==> config.mk <==
export PLATFORM = sky130hd
export DESIGN_NAME = async_fifo_wptr_full
export DESIGN_NICKNAME = d
export VERILOG_FILES = /design/src/rtl/async_fifo_pkg.sv /design/src/rtl/async_fifo_gray2bin.sv /design/src/rtl/async_fifo_wptr_full.sv
export SDC_FILE = /design/constraint.sdc
export NUM_CORES = 1
export LEC_CHECK = 0
export BUFFER_PORTS_ARGS = -buffer_cell sky130_fd_sc_hd__buf_2
export CAP_MARGIN = 10
export CORE_UTILIZATION = 48
export CTS_BUF_LIST = sky130_fd_sc_hd__clkbuf_4 sky130_fd_sc_hd__clkbuf_8
export DETAILED_ROUTE_END_ITERATION = 16
export HOLD_SLACK_MARGIN = 0.02
export PLACE_DENSITY = 0.86
export SYNTH_ARGS = -nofsm -noshare
export SYNTH_HDL_FRONTEND = slang
export SYNTH_HIERARCHICAL = 1
export SYNTH_SLANG_ARGS = --single-unit
==> constraint.sdc <==
create_clock -name clk -period 2.4 [get_ports clk]
set_clock_uncertainty 0.2 [all_clocks]
set_input_delay 0.12 -clock clk [delete_from_list [all_inputs] [get_ports clk]]
set_output_delay 0.12 -clock clk [all_outputs]
set_load 0.005 [all_outputs]
==> src/rtl/async_fifo_pkg.sv <==
// Shared helpers for the async FIFO pointer managers (write and read side).
package async_fifo_pkg;

    // Widest pointer the helpers handle; narrower pointers are zero-extended.
    localparam int unsigned PTR_MAX_W = 32;

    // Binary to Gray; zero-extension keeps the result valid for any width <= PTR_MAX_W.
    function automatic logic [PTR_MAX_W-1:0] bin2gray(input logic [PTR_MAX_W-1:0] bin);
        return bin ^ (bin >> 1);
    endfunction

    // Gray to binary via XOR prefix from the MSB; zero upper bits leave the result unchanged.
    function automatic logic [PTR_MAX_W-1:0] gray2bin(input logic [PTR_MAX_W-1:0] gray);
        logic [PTR_MAX_W-1:0] bin;
        bin[PTR_MAX_W-1] = gray[PTR_MAX_W-1];
        for (int i = int'(PTR_MAX_W) - 2; i >= 0; i--) begin
            bin[i] = bin[i+1] ^ gray[i];
        end
        return bin;
    endfunction

endpackage

==> src/rtl/async_fifo_gray2bin.sv <==
// Combinational Gray-to-binary converter for a synchronized pointer.
module async_fifo_gray2bin #(
    parameter int unsigned W = 5
) (
    input  logic [W-1:0] gray,
    output logic [W-1:0] bin
);

    logic [W-1:0] acc;

    // XOR prefix chain from the MSB down.
    always_comb begin
        acc        = '0;
        acc[W-1]   = gray[W-1];
        for (int i = int'(W) - 2; i >= 0; i--) begin
            acc[i] = acc[i+1] ^ gray[i];
        end
        bin = acc;
    end

endmodule

==> src/rtl/async_fifo_wptr_full.sv <==
// Write-side pointer, full/almost-full, level and overflow tracking for the async FIFO.
module async_fifo_wptr_full
    import async_fifo_pkg::*;
#(
    parameter int unsigned ADDR_W       = 4,
    parameter int unsigned AFULL_THRESH = (1 << ADDR_W) - 2
) (
    input  logic              clk,
    input  logic              reset_n,
    input  logic              wr_en,
    input  logic [ADDR_W:0]   rd_ptr_gray_sync,
    output logic [ADDR_W-1:0] wr_addr,
    output logic              wr_inc,
    output logic [ADDR_W:0]   wr_ptr_gray,
    output logic              wr_full,
    output logic              wr_almost_full,
    output logic [ADDR_W:0]   wr_level,
    output logic              wr_overflow
);

    localparam int unsigned PTR_W = ADDR_W + 1;
    // Inverting the top two Gray bits of the read pointer yields the "full" write pointer.
    localparam logic [PTR_W-1:0] FULL_MASK = PTR_W'(3) << (ADDR_W - 1);

    logic [PTR_W-1:0] wbin;
    logic [PTR_W-1:0] wbin_next;
    logic [PTR_W-1:0] wgray_next;
    logic [PTR_W-1:0] rbin;
    logic [PTR_W-1:0] full_cmp;
    logic [PTR_W-1:0] level_next;

    async_fifo_gray2bin #(
        .W (PTR_W)
    ) u_rptr_g2b (
        .gray (rd_ptr_gray_sync),
        .bin  (rbin)
    );

    // Next-state pointer arithmetic; level uses the new write and read pointers together.
    assign wr_inc     = wr_en & ~wr_full;
    assign wbin_next  = wbin + PTR_W'(wr_inc);
    assign wgray_next = PTR_W'(bin2gray(PTR_MAX_W'(wbin_next)));
    assign full_cmp   = rd_ptr_gray_sync ^ FULL_MASK;
    assign level_next = wbin_next - rbin;
    assign wr_addr    = wbin[ADDR_W-1:0];

    // Pointer and status registers.
    always_ff @(posedge clk or negedge reset_n) begin
        if (!reset_n) begin
            wbin           <= '0;
            wr_ptr_gray    <= '0;
            wr_full        <= 1'b0;
            wr_almost_full <= 1'b0;
            wr_level       <= '0;
            wr_overflow    <= 1'b0;
        end else begin
            wbin           <= wbin_next;
            wr_ptr_gray    <= wgray_next;
            wr_full        <= (wgray_next == full_cmp);
            wr_almost_full <= (level_next >= PTR_W'(AFULL_THRESH));
            wr_level       <= level_next;
            wr_overflow    <= wr_en & wr_full;
        end
    end

`ifdef ASSERT_ON
    generate
        if (ADDR_W < 1) begin : g_bad_addr_w
            $fatal(1, "async_fifo_wptr_full: ADDR_W must be >= 1");
        end
        if ((AFULL_THRESH < 1) || (AFULL_THRESH > (1 << ADDR_W))) begin : g_bad_afull
            $fatal(1, "async_fifo_wptr_full: AFULL_THRESH out of range");
        end
    endgenerate

    logic [PTR_W-1:0] rgray_q;

    // The synchronized read pointer may move by at most one Gray bit per clock.
    always_ff @(posedge clk or negedge reset_n) begin
        if (!reset_n) begin
            rgray_q <= '0;
        end else begin
            rgray_q <= rd_ptr_gray_sync;
            assert ($countones(rgray_q ^ rd_ptr_gray_sync) <= 1)
                else $error("async_fifo_wptr_full: rd_ptr_gray_sync changed by more than one bit");
        end
    end
`endif

endmodule
# --- Yosys cells after proc, flatten, opt, wreduce, memory -nomap -nowiden ---
# Index checks and enable logic that the tools add are counted.
# Widths: inputs -> output; s select.
totals:
  ff_bits: 18
  in_bits: 8
  word_cells: 19
op_classes:
  add_sub_neg: 2
  n_lt_le_gt_ge: 1
  eq_ne: 1
  n_bitwise: 9
ops:
  columns: ["op", "count"]
  rows:
  - ["$add 5x1->5", 1]
  - ["$eq 5x5->1", 1]
  - ["$ge 5x4->1 const B", 1]
  - ["$sub 5x5->5", 1]
  - ["$xor 5x4->5", 1]
  - ["$xor 1x1->1", 4]
  - ["$and 1x1->1", 2]
  - ["$not 2->2", 1]
  - ["$not 1->1", 1]

# --- Depth between registers and ports, before layout ---
# Gate-level depths: netlist of run 1.
depth:
  depth_word: 6
  ltp_mapped: 10

# --- Hierarchy ---
# The synthesis of run 1 kept the hierarchy.
by_module_without_submodules:
  columns: ["module", "instances", "cells_each", "area_per_inst_um2"]
  rows:
  - ["async_fifo_wptr_full", 1, 71, 873.3]
  - ["async_fifo_gray2bin", 1, 6, 72.6]

# --- Least setup slack after synthesis of run 1 ---
# OpenSTA, ideal clock, no wires.
synth_path:
  path_kind: "register -> register"
  startpoint: "reg wr_full"
  endpoint: "reg wr_almost_full"
  setup_time_ns: 0.120
  t_arrival_ns: 2.285
  setup_slack_ns: -0.205
  stages_incl_launch_ff: 10
  path_buffers: 0
  cell_sequence: "dfrtp_1 nor2b_1 ha_1 ha_1 xor2_2 ha_1 nand2b_1 a21oi_1 xnor3_1 a41o_1"
synth_via:
  elab_chain_cells: 5
synth_rtl:
  columns: ["element", "line_no", "text"]
  rows:
  - ["start, declared", "async_fifo_wptr_full.sv:15", "output logic wr_full,"]
  - ["start signal, assigned", "async_fifo_wptr_full.sv:59", "wr_full <= (wgray_next == full_cmp);"]
  - ["$not 1->1", "async_fifo_wptr_full.sv:40", "assign wr_inc = wr_en & ~wr_full;"]
  - ["$and 1x1->1", "async_fifo_wptr_full.sv:40", null]
  - ["net wr_inc", "async_fifo_wptr_full.sv:13", "output logic wr_inc,"]
  - ["$add 5x1->5", "async_fifo_wptr_full.sv:41", "assign wbin_next = wbin + PTR_W'(wr_inc);"]
  - ["$sub 5x5->5", "async_fifo_wptr_full.sv:44", "assign level_next = wbin_next - rbin;"]
  - ["net level_next[4]", "async_fifo_wptr_full.sv:30", "logic [PTR_W-1:0] level_next;"]
  - ["$ge 5x4->1", "async_fifo_wptr_full.sv:60", "wr_almost_full <= (level_next >= PTR_W'(AFULL_THRESH));"]
  - ["end signal, assigned", "async_fifo_wptr_full.sv:60", null]
  - ["end, declared", "async_fifo_wptr_full.sv:16", "output logic wr_almost_full,"]
# The timed path passes the listed nets, and every way through them passes these cells.

# --- Worst setup path after layout of run 1 ---
layout_path:
  startpoint: "reg wr_full"
  endpoint: "reg wr_almost_full"
layout_via:
  elab_chain_cells: 5
layout_rtl:
  columns: ["element", "line_no", "text"]
  rows:
  - ["$not 1->1", "async_fifo_wptr_full.sv:40", null]
  - ["$and 1x1->1", "async_fifo_wptr_full.sv:40", null]
  - ["$add 5x1->5", "async_fifo_wptr_full.sv:41", null]
  - ["net wbin_next[1]", "async_fifo_wptr_full.sv:26", "logic [PTR_W-1:0] wbin_next;"]
  - ["$sub 5x5->5", "async_fifo_wptr_full.sv:44", null]
  - ["net level_next[4]", "async_fifo_wptr_full.sv:30", null]
  - ["$ge 5x4->1", "async_fifo_wptr_full.sv:60", null]
# The timed path passes the listed nets, and every way through them passes these cells.

==> summary.md, run 1 <==
| Metric | Value |
|---|---|
| Status | `finished, violations left` |
| Failing checks | `negative setup slack` |
| Slew headroom | `74.8%` |
| RSZ-0062 raised after global routing | `true` |
| Die area | `2150 sq um` |
| Multi-input combinational cell area | `573 sq um` |
| Remaining routing DRC violations | `0` |
| Die X | `46.4 um` |
| Worst Hold Class | `in2async` |
| Tot Pwr | `2120 uW` |
| Slew Viols, Final | `0` |
| Clk buf depth | `2` |
| Req. time, crit path | `2.39 ns` |
| Final setup violation count | `1` |
| Reg power frac | `25.5%` |
| H-tree levels | `1` |
| Sw power | `852 uW` |
| Post-synthesis sequential area ratio | `45.0%` |
| Setup crit end kind | `flop` |
| Max-capacitance violation count | `0` |
| First DRT Iteration DRCs | `18` |
| Remaining global-route overflow | `0` |
| Drt wl/cell | `15.6 um` |
| #FFs+latches synth | `17` |
| Die Y | `46.4 um` |
| Switching share of power | `40.1%` |
| Detailed Place HPWL | `1480 um` |
| Fillers | `103` |
| Buffers on Ports | `25` |
| Hold Fails Final Rpt | `0` |
| Worst hold slack | `0.0810 ns` |
| PnR worst setup slack | `-0.0184 ns` |
| I/O pin cnt | `26` |
| Peak supply drop | `0.991 mV` |
| Critical Path Source Type | `flop` |
| WP data arrival | `2.41 ns` |
| Via count | `742` |
| ANT nets after route | `0` |
| Routed Wire Length | `2300 um` |
| ANT cells | `0` |
| Largest net degree at the start of global routing | `18` |
| CTS root buffer | `clkbuf_4` |
| Achievable Freq | `413 MHz` |
| Total Negative Setup Slacks | `-0.0184 ns` |
| Num Clock Sinks | `17` |
| WS Path Type | `reg2reg` |
| CTS tree | `yes` |
| Layout Cells excl Fill | `147` |
| Cells after Synth | `77` |
| Mean Syn Cell Area | `12.3 sq um` |
| Core area | `1780 sq um` |
| TritonCTS Buffers | `3` |
| FP Rows | `15` |
| Via density per instance | `5.05` |
| P_int | `1270 uW` |
| Clock network power share | `7.8%` |
| Placed insts | `135` |
| Syn nets | `92` |
| First drt pass iteration count | `4` |
| Final Wtd Congestion | `0.821` |
| Synthesized cell area | `946 sq um` |
| Netlist cell types | `24` |
| Largest fanout on the critical path | `3` |
| Syn-to-layout area delta | `44.0%` |
| Gate power share | `66.7%` |
| Nets | `138` |
| Pleak | `0.000679 uW` |
| Starting density of the core | `53.1%` |
| Clk slew on worst S/H paths | `0.09 ns` |
| Fin crit period | `2.42 ns` |
| Sequential cell area | `425 sq um` |
| Worst-Margin Slew | `0.378 ns` |
| Share of cells above drive strength 1 | `50.0%` |
| Vias in the first global route | `725` |
| Pwr dens | `1560 nW/um^2` |
| Synth warn | `6` |
| Antenna violations before repair | `0` |
| Utilization after layout | `76.4%` |
| First-pass GRT wire length | `3240 um` |
| Clk Latency, worst-skew pair | `0.29 ns` |
| Part of the cycle the worst path needs | `101%` |
| Total GRT Usage | `23.2%` |
-- worst paths after layout --
kind | start | end | slack (ns) | cells after the start
worst min register to register | wbin[4] | wbin[4] | 0.42 | 1
min in group clk | rd_ptr_gray_sync[4] | wr_full | 0.08 | 5
worst max register to register | wr_full | wr_almost_full | -0.02 | 9
worst min-delay path | reset_n | wr_ptr_gray[1] | 0.08 | 2
worst max-delay path | wr_full | wr_almost_full | -0.02 | 9
max in group asynchronous | reset_n | wr_almost_full | 1.66 | 2
-- placed cells by master, fill, tap and decap left out, types with 2 or more instances in the layout --
master          n
buf_2          25
dfrtp_1        17
buf_4          13
xnor2_1         8
inv_1           7
xor2_1          6
ha_4            4
clkbuf_4        4
dlygate4sd3_1   4
xnor3_1         3
or3_1           3
nor2_1          2
nand3_2         2
xnor2_2         2
inv_2           2
and2_1          2
nand3_1         2
nand2_1         2
-- logic make-up after synthesis --
logic type / after synthesis / synth area share, %
xor+xnor: 21 / 26.2
buf+inv: 11 / 4.76
simple gates: 16 / 9.52
compound gates: 5 / 4.50
flops: 17 / 45.0
fa+ha+maj: 7 / 10.1
-- cell type report --
| type | instances | share of cell area (%) |
|---|---|---|
| Timing Repair Buffer | 42 | 19.3 |
| Tap cell | 25 | 2.30 |
| Clock buffer | 4 | 2.20 |
| Multi-Input combinational cell | 49 | 42.1 |
| Sequential cell | 17 | 31.2 |
| Inverter | 10 | 2.94 |
-- power groups by stage --
stage / sequential [uW] / combinational, uW / clock [uW]
2_1_floorplan: 558 / 774 / 0
3_3_place_gp: 533 / 1140 / 0
3_5_place_dp: 544 / 1200 / 0
4_1_cts: 537 / 1250 / 167
5_1_grt: 559 / 1540 / 179
6_report: 542 / 1420 / 166
-- metrics by stage --
stage	cell area, sq um	worst slack, ns
2_1_floorplan	1000	0.00893
3_3_place_gp	1220	-0.00593
3_5_place_dp	1220	-0.106
4_1_cts	1310	0.00358
5_1_grt	1360	-0.0843
6_report	1360	-0.0184
-- state kept, by name, indices dropped and copies added (netlist names) --
register	flops
wbin	5
wr_full	1
wr_almost_full	1
wr_overflow	1
wr_ptr_gray	4
wr_level	5
-- timing repair --
item / in CTS / in global routing
pin swaps: 3 / 4
setup endpoints to repair: 1 / 2
endpoints found under the hold margin: 19 / 0
setup buffers: 3 / 1
hold buffers: 4 / 0
resized for setup: 1 / 9
-- Yosys cell counts, drive strengths merged --
cell	instances	area, sq um
dfrtp	17	425
inv	10	37.5
xnor2	10	95.1
xor2	8	85.1
ha	6	75.1
nand3	4	25.0
or3	3	18.8
xnor3	3	67.6
and2	2	12.5
nand2	2	7.51
nor2	2	7.51
nor2b	2	12.5
a21oi	1	5.00
a221oi	1	15.0
a41o	1	10.0
buf	1	7.51
fa	1	20.0
nand2b	1	6.26
o21a	1	7.51
o21ai	1	5.00
-- metal layers --
metal  global-route usage, %  up-vias  wire [um]
met1                    24.0      357        834
met5                       0        -          0
met3                    6.27       10        123
li1                        -      340          -
met4                    15.3        0         93
met2                    40.3       35       1250
-- critical path, stage by stage (launching register included) --
cell and delay (ns):
dfrtp_1 0.41, nor2b_4 0.06, ha_4 0.17, ha_4 0.30, inv_4 0.05, fa_2 0.39, nand2b_4 0.15, a21oi_2 0.11
xnor3_1 0.24, a41o_1 0.23
No activity file was read; power rests on OpenSTA's default activity.
==> inputs of run 2 (changes only) <==
CORE_UTILIZATION = 45   (was 48)
CTS_BUF_LIST = not set   (was sky130_fd_sc_hd__clkbuf_4 sky130_fd_sc_hd__clkbuf_8)
PLACE_DENSITY = 0.84   (was 0.86)
==> run 2 against run 1 <==
Effect of this change: the run still ends with negative setup slack left; clock power fell by 6%; first-iteration DRC count fell by 28%; die area rose by 6.4%; flip-flop and latch count did not move; critical path depth fell by 1; maximum frequency rose by 0.42%; global-route usage fell by 4.5 points; sequential share of layout area fell by 0.20 points; largest cell class unchanged.
==> summary.md, run 2 (synthesis gave the netlist of run 1 again) <==
| Metric | Value |
|---|---|
| Starting density of the core | `48.2% (was 53.1%)` |
| Worst-Margin Slew | `0.386 ns (was 0.378 ns)` |
| Status | `finished, violations left (unchanged)` |
| First DRT Iteration DRCs | `13 (was 18)` |
| Dpl ws | `-0.0842 ns (was -0.106 ns)` |
| Num Clock Sinks | `17 (unchanged)` |
| Die area | `2290 sq um (was 2150 sq um)` |
| Share of cells above drive strength 1 | `50.4% (was 50.0%)` |
| Clk buf depth | `2 (unchanged)` |
| DP Area | `1230 sq um (was 1220 sq um)` |
| Critical path's top delay family | `simple AND/OR/NAND/NOR gates (was adder cells)` |
| Largest net degree at the start of global routing | `18 (unchanged)` |
| First drt pass iteration count | `4 (unchanged)` |
| Detailed Place HPWL | `1480 um (about the same)` |
| Max-capacitance violation count | `0 (unchanged)` |
| Part of the cycle the worst path needs | `100% (was 101%)` |
| Largest fanout on the critical path | `3 (unchanged)` |
| Req. time, crit path | `2.39 ns (about the same)` |
| I/O pin cnt | `26 (unchanged)` |
| Clk slew on worst S/H paths | `0.10 ns (was 0.09 ns)` |
| WP data arrival | `2.40 ns (was 2.41 ns)` |
| TritonCTS Buffers | `3 (unchanged)` |
| Core area | `1960 sq um (was 1780 sq um)` |
| Utilization after layout | `69.9% (was 76.4%)` |
| Final setup violation count | `2 (was 1)` |
| Pwr dens | `1570 nW/um^2 (was 1560 nW/um^2)` |
| Total GRT Usage | `18.7% (was 23.2%)` |
| Die Y | `47.8 um (was 46.4 um)` |
| Most common cell on crit path | `ha_4 (unchanged)` |
| Pleak | `0.000677 uW (was 0.000679 uW)` |
| Syn-to-layout area delta | `45.0% (was 44.0%)` |
| Commonest cells after routing, fill and taps aside | `buf_2 (25), dfrtp_1 (17), buf_4 (15) (was buf_2 (25), dfrtp_1 (17), buf_4 (13))` |
| Nets | `139 (was 138)` |
| PnR worst setup slack | `-0.00832 ns (was -0.0184 ns)` |
| H-tree levels | `1 (unchanged)` |
| Clk Latency, worst-skew pair | `0.30 ns (was 0.29 ns)` |
| Worst hold slack | `0.0207 ns (was 0.0810 ns)` |
| Worst Hold Class | `in2reg (was in2async)` |
| Buffers on Ports | `25 (unchanged)` |
| Failing checks | `negative setup slack (unchanged)` |
| Fin crit period | `2.41 ns (was 2.42 ns)` |
| Setup crit end kind | `flop (unchanged)` |
| Crit path buffers/inverters | `0 (was 1)` |
| Remaining global-route overflow | `0 (unchanged)` |
| First-pass GRT wire length | `2790 um (was 3240 um)` |
| Via count | `725 (was 742)` |
| Antenna violations before repair | `0 (unchanged)` |
| Slew headroom | `74.2% (was 74.8%)` |
| Routed Wire Length | `2110 um (was 2300 um)` |
| RSZ-0062 raised after global routing | `true (unchanged)` |
| Slew Viols, Final | `0 (unchanged)` |
| FP Rows | `16 (was 15)` |
| Vias in the first global route | `641 (was 725)` |
| ANT cells | `0 (unchanged)` |
| Peak supply drop | `0.865 mV (was 0.991 mV)` |
| Commonest non-fill, non-tap cell in the layout | `buf_2 (unchanged)` |
| WS Path Type | `reg2reg (unchanged)` |
| Hold Fails Final Rpt | `0 (unchanged)` |
| Final Wtd Congestion | `0.836 (was 0.821)` |
| Slowest stage delay, CP | `0.41 ns (about the same)` |
| Achievable Freq | `415 MHz (was 413 MHz)` |
| Crit path cell chain | `nor2b_2 > ha_4 > ha_4 > ha_4 > nor2b_1 > o21a_1 > or3_1 > and2_1 (was nor2b_4 > ha_4 > ha_4 > inv_4 > fa_2 > nand2b_4 > a21oi_2 > xnor3_1 > a41o_1)` |
| Via density per instance | `4.83 (was 5.05)` |
| CTS tree | `yes (unchanged)` |
| ANT nets after route | `0 (unchanged)` |
| Critical Path Source Type | `flop (unchanged)` |
| Remaining routing DRC violations | `0 (unchanged)` |
| Largest regs | `wbin (5), wr_level (5), wr_ptr_gray (4) (unchanged)` |
| Die X | `47.8 um (was 46.4 um)` |
| Drt wl/cell | `14.1 um (was 15.6 um)` |
| CTS root buffer | `clkbuf_4 (unchanged)` |
| Fin area | `1370 sq um (was 1360 sq um)` |
| Total Negative Setup Slacks | `-0.0124 ns (was -0.0184 ns)` |
| Crit-path slowest cell | `dfrtp_1 (unchanged)` |
## run 2: tightest hold or removal path: stages
cell      delay, ns
buf_2          0.10
xor2_1         0.08
nand3_1        0.11
a221oi_2       0.06
## run 2: area by class of cell
class | count | area, sq um
timing repair buffer | 43 | 268
multi-input combinational | 49 | 581
fill | 160 | 591
inverter | 10 | 37.5
clock buffer | 4 | 26.3
tap | 27 | 33.8
sequential | 17 | 425
## run 2: path summary, 6_finish.rpt
path / from / end / slack (ns) / cells after the start
max in group asynchronous: reset_n / wr_full / 1.64 / 2
setup reg to reg: wr_full / wr_level[3] / -0.008 / 8
hold reg to reg: wr_full / wr_overflow / 0.36 / 1
setup / recovery: wr_full / wr_level[3] / -0.008 / 8
min in group asynchronous: reset_n / wr_ptr_gray[2] / 0.09 / 2
hold / removal: rd_ptr_gray_sync[1] / wr_full / 0.02 / 4
## run 2: what timing repair did
item | in CTS | in global routing
hold buffers | 3 | 0
endpoints found under the setup margin | 1 | 4
pin swaps | 1 | 7
gates resized for setup | 3 | 4
setup buffers | 1 | 3
hold endpoints to repair | 19 | 0
## run 2: metal layers
metal	vias to the layer above	track usage, %	routed length [um]
met2	23	32.2	1170
met4	0	10.0	56
li1	338	-	-
met5	-	0	0
met3	5	2.26	61
met1	359	22.6	817
## run 2: through the flow
step,power (uW),cells
after CTS,2000,147
after global routing,2330,150
final,2160,150
after detailed placement,1760,139
after global placement,1690,139
after floorplan,1330,77
## run 2: report_power, final
part	internal, uW	switching [uW]
combinational	809	678
clock	64.8	91.5
sequential	443	70.0
total	1320	840
